`src/rtl/jg_vote_collector.sv`:
```
// rtl/jg_vote_collector.sv - synchronised, debounced three-judge vote collector with a timed round FSM
// Optional macro JG_EARLY_CLOSE_EN closes the voting window as soon as all three votes are in.
module jg_vote_collector #(
  parameter int DEBOUNCE_CYCLES = 4,
  parameter int WINDOW_CYCLES   = 16,
  parameter int HOLD_CYCLES     = 8
) (
  input  logic       clk,
  input  logic       rst,
  input  logic       start,
  input  logic [2:0] btn,
  output logic [2:0] abc,
  output logic       abc_valid,
  output logic       busy,
  output logic       round_done
);
  localparam int DW = $clog2(DEBOUNCE_CYCLES + 1);
  localparam int WW = $clog2(WINDOW_CYCLES + 1);
  localparam int HW = $clog2(HOLD_CYCLES + 1);
  localparam logic [DW-1:0] D_LAST = DW'(DEBOUNCE_CYCLES - 1);
  localparam logic [WW-1:0] W_LAST = WW'(WINDOW_CYCLES - 1);
  localparam logic [HW-1:0] H_LAST = HW'(HOLD_CYCLES - 1);

  localparam logic [1:0] S_IDLE    = 2'd0;
  localparam logic [1:0] S_COLLECT = 2'd1;
  localparam logic [1:0] S_HOLD    = 2'd2;

  logic [2:0]    r_sync1, r_sync2, r_deb, r_deb_q, r_vote, r_abc;
  logic [DW-1:0] r_dcnt [3];
  logic [1:0]    r_state;
  logic [WW-1:0] r_wcnt;
  logic [HW-1:0] r_hcnt;
  logic [2:0]    w_rise, w_vote_next;
  logic          w_close, w_hold_last;

  always_ff @(posedge clk) begin
    if (rst) begin
      r_sync1 <= '0;
      r_sync2 <= '0;
      r_deb_q <= '0;
    end else begin
      r_sync1 <= btn;
      r_sync2 <= r_sync1;
      r_deb_q <= r_deb;
    end
  end

  // Level flips only after DEBOUNCE_CYCLES consecutive disagreeing samples.
  always_ff @(posedge clk) begin
    if (rst) begin
      r_deb <= '0;
      for (int i = 0; i < 3; i++) r_dcnt[i] <= '0;
    end else begin
      for (int i = 0; i < 3; i++) begin
        if (r_sync2[i] == r_deb[i]) begin
          r_dcnt[i] <= '0;
        end else if (r_dcnt[i] == D_LAST) begin
          r_deb[i]  <= r_sync2[i];
          r_dcnt[i] <= '0;
        end else begin
          r_dcnt[i] <= r_dcnt[i] + DW'(1);
        end
      end
    end
  end

  assign w_rise      = r_deb & ~r_deb_q;
  assign w_vote_next = r_vote | w_rise;
  assign w_hold_last = (r_hcnt == H_LAST);
`ifdef JG_EARLY_CLOSE_EN
  assign w_close     = (r_wcnt == W_LAST) || (r_vote == 3'b111);
`else
  assign w_close     = (r_wcnt == W_LAST);
`endif

  always_ff @(posedge clk) begin
    if (rst) begin
      r_state <= S_IDLE;
      r_vote  <= '0;
      r_abc   <= '0;
      r_wcnt  <= '0;
      r_hcnt  <= '0;
    end else begin
      case (r_state)
        S_IDLE: begin
          if (start) begin
            r_vote  <= '0;
            r_wcnt  <= '0;
            r_state <= S_COLLECT;
          end
        end
        S_COLLECT: begin
          r_vote <= w_vote_next;
          if (w_close) begin
            r_abc   <= w_vote_next;
            r_hcnt  <= '0;
            r_state <= S_HOLD;
          end else begin
            r_wcnt <= r_wcnt + WW'(1);
          end
        end
        S_HOLD: begin
          if (w_hold_last) r_state <= S_IDLE;
          else r_hcnt <= r_hcnt + HW'(1);
        end
        default: r_state <= S_IDLE;
      endcase
    end
  end

  assign abc        = r_abc;
  assign abc_valid  = (r_state == S_HOLD);
  assign busy       = (r_state != S_IDLE);
  assign round_done = abc_valid && w_hold_last;
endmodule
```
`config.mk`:
```
export PLATFORM = sky130hd
export DESIGN_NAME = jg_vote_collector
export DESIGN_NICKNAME = d
export VERILOG_FILES = /design/src/rtl/jg_vote_collector.sv
export SDC_FILE = /design/constraint.sdc
export NUM_CORES = 1
export LEC_CHECK = 0
export CORE_MARGIN = 3
export CORE_UTILIZATION = 56
export DETAILED_ROUTE_END_ITERATION = 8
export PLACE_DENSITY = 0.77
export SLEW_MARGIN = 0
export SYNTH_ARGS = -nofsm -noshare
export SYNTH_HDL_FRONTEND = slang
export SYNTH_SLANG_ARGS = --single-unit
```
`constraint.sdc`:
```
create_clock -name clk -period 2.37 [get_ports clk]
set_input_delay 0.3555 -clock clk [delete_from_list [all_inputs] [get_ports clk]]
set_output_delay 0.3555 -clock clk [all_outputs]
set_load 0.1 [all_outputs]
```
==> summary.md <==
| Metric | Value |
|---|---|
| Peak supply drop | `483.6 uV` |
| IO buf count | `11` |
| Drt wl/cell | `12.50 um` |
| GRT Resource Usage Total | `0.1772` |
| DRC | `0` |
| Initial antenna violation count | `0` |
| Most frequent cells in the layout | `dfxtp_1 (29), nor2_1 (21), nor2b_1 (13), inv_1 (10), a21oi_1 (10)` |
| Worst Path Max Fanout | `9` |
| Slew Limit Fails | `0` |
| Total Routed Length | `2.638 mm` |
| Cell Rows | `18` |
| R2R depth | `6` |
| Die Y | `59.06 um` |
| #FFs+latches synth | `38` |
| P per Cell Area | `603.0 nW/um2` |
| Setup bufs post-CTS | `0` |
| Xor-xnor portion of the synthesized cell area | `0.01667` |
| Initial core utilization | `0.6140` |
| IO Count | `12` |
| Hold_sp | `r_sync1[0]$_SDFF_PP0_` |
| Startpoint types | `flop` |
| RR Startpoint | `r_wcnt[0]$_SDFFE_PP0P_` |
| Hold-critical path depth | `1` |
| Clk_lat worst skew | `0.33 ns` |
| Reg2Reg Setup Slack | `0.33 ns` |
| WS Path Type | `flop to flop` |
| Status | `complete, no violations` |
| # resized after CTS | `0` |
| Largest family of logic cells by synthesized area | `simple AND/OR/NAND/NOR gates` |
| Core Box Area | `2567 um2` |
| CP required | `2.64 ns` |
| Worst-path clk slew | `0.11 ns` |
| Setup_tns | `0 ns` |
| Layout cells sized above 1 | `0.08840` |
| Pin count of the biggest net entering global routing | `16` |
| DR vias | `1142` |
| Post-Layout Cell Count | `211` |
| Fin. Hold Viols | `0` |
| Period utilization | `0.8616` |
| Synthesized cell area | `1577 um2` |
| Cell taking the most area after synthesis | `dfxtp_1` |
| Final ANT Viol Nets | `0` |
| Longest Clk Path Bufs | `2` |
| Via density | `5.412` |
| Share of the yosys chip area belonging to registers | `0.5397` |
| Starting DRT DRC Count | `34` |
| ANT cells | `0` |
| Grt total ovfl | `0` |
| Tmin final | `2.042 ns` |
| Worst flop-to-flop path endpoint | `r_wcnt[3]$_SDFFE_PP0P_` |
| Setup-failing EPs final | `0` |
| Top-area cell type share of the netlist area | `0.3683` |
| Setup crit start | `r_wcnt[0]$_SDFFE_PP0P_` |
| CTS sink cnt | `38` |
| Critical Path Sink Type | `flop` |
| Mux cell area share after synthesis | `0.01905` |
| Mapped Cells | `158` |
| Num CTS Buffers | `5` |
| Synth area leaders | `dfxtp_1 (37%), edfxtp_1 (17%), ha_1 (7.1%)` |
| Pleak | `0.0007132 uW` |
| First-pass GRT wire length | `4.581 mm` |
| Die width | `59.06 um` |
| Pre-antenna DRT Iters | `4` |
| Half-perimeter wire length after placement | `1.985 mm` |
| Final nets | `195` |
| Worst clock skew | `0.009502 ns` |
| Post-synthesis simple-gate area fraction | `0.2381` |
| Commonest non-fill, non-tap cell in the layout | `dfxtp_1` |
| RSZ-0062 raised after global routing | `false` |
| RePlAce Congestion | `0.7390` |
| Number of global-route vias before repair | `1130` |
| Compound-gate portion of the synthesized area | `0.07381` |
| Syn Area/Cell | `9.978 um2` |
| # Max-Cap Violations | `0` |
| Worst hold path class | `flop to flop` |
| WHS Endpoint | `r_sync2[0]$_SDFF_PP0_` |
| Placed insts | `203` |
| Max frequency | `489.7 MHz` |
| CTS tree | `built` |
| H-tree Lvls | `2` |
| Root Driver | `clkbuf_4` |
| Syn-to-layout area delta | `12.86%` |
| Adder-Cell Fraction of Synth Area | `0.07143` |
| CTS Hold Bufs | `0` |
| YS warnings | `0` |
| Area of the die | `3488 um2` |
| Data arrival, critical path | `2.31 ns` |
| Cell variety after synth | `29` |
[cell usage after synthesis]
cell type and count:
conb_1 1, nor2_1 21, or4_1 1, ha_1 9
or3_1 7, dfxtp_1 29, edfxtp_1 9, nor4b_1 1
and3b_1 2, inv_1 10, and3_1 1, o211ai_1 2
nand3b_1 3, clkbuf_1 5, xnor2_1 3, or2_2 2
nand3_1 5, nand2b_1 3, a21oi_1 10, o31ai_1 1
a31oi_1 1, mux2i_1 3, nor2b_1 13, or3b_2 1
or3b_1 1, a22oi_1 3, o21ai_0 3, nor3_1 7
buf_2 1
[where the power goes]
part           internal, uW  switching [uW]
Sequential              678            9.46
Clock                   118             193
Combinational          30.6            43.0
[final cells by class]
type	count	area, um2
flip-flops and latches	38	850.8
inverters	10	37.54
fillers	216	788.3
repair buffers	13	110.1
well taps	30	37.54
multi-input cells	112	694.4
clock buffers	8	48.80
[worst max-delay path by stage]
stage | to | slack [ns] | cells after the start
after detailed placement | r_wcnt[3]$_SDFFE_PP0P_ | 0.36 | 6
after global routing | r_wcnt[3]$_SDFFE_PP0P_ | 0.21 | 6
after global placement | r_wcnt[3]$_SDFFE_PP0P_ | 0.45 | 6
after CTS | r_wcnt[3]$_SDFFE_PP0P_ | 0.33 | 6
after floorplan | round_done | 0.11 | 3
final | r_wcnt[3]$_SDFFE_PP0P_ | 0.33 | 6
[through the flow]
step	utilization	cell area [um2]	worst slack [ns]	total power, uW	hold slack, ns
3_5_place_dp	0.6740	1730	0.3635	776.1	0.4371
6_report	0.6930	1779	0.3281	1073	0.4576
3_3_place_gp	0.6740	1730	0.4502	772.1	0.4222
4_1_cts	0.6930	1779	0.3293	1083	0.4598
2_1_floorplan	-	1607	0.1143	753.9	0.4138
5_1_grt	0.6930	1779	0.2146	1123	0.4636
[per-layer routing]
| metal | vias to the layer above | wire, um | GRT usage |
|---|---|---|---|
| li1 | 576 | - | - |
| met1 | 538 | 1120 | 0.1903 |
| met2 | 15 | 1379 | 0.3139 |
| met3 | 13 | 67 | 0.04793 |
| met4 | 0 | 70 | 0.09385 |
| met5 | - | 0 | 0 |
[logic make-up (layout without fill, tap and decap cells)]
group,Yosys count,after routing
simple gates,68,68
fa+ha+maj,9,9
mux,3,3
xor+xnor,3,3
flops,38,38
compound gates,20,20
other cells,1,9
buf+inv,16,31
[state kept, by name, indices dropped and copies added (netlist names)]
register	cells
r_wcnt	5
r_sync1	3
r_deb_q	3
r_sync2	3
r_dcnt	9
r_hcnt	4
r_state	2
r_deb	3
r_vote	3
abc	3
[critical path, cell delays in order, from the launching register on]
cell and delay, ns:
dfxtp_1 0.35, ha_1 0.21, and3_1 0.18, ha_1 0.23
or3b_1 0.49, or3_1 0.38, a21oi_1 0.14
(Power assumes the default switching activity.)
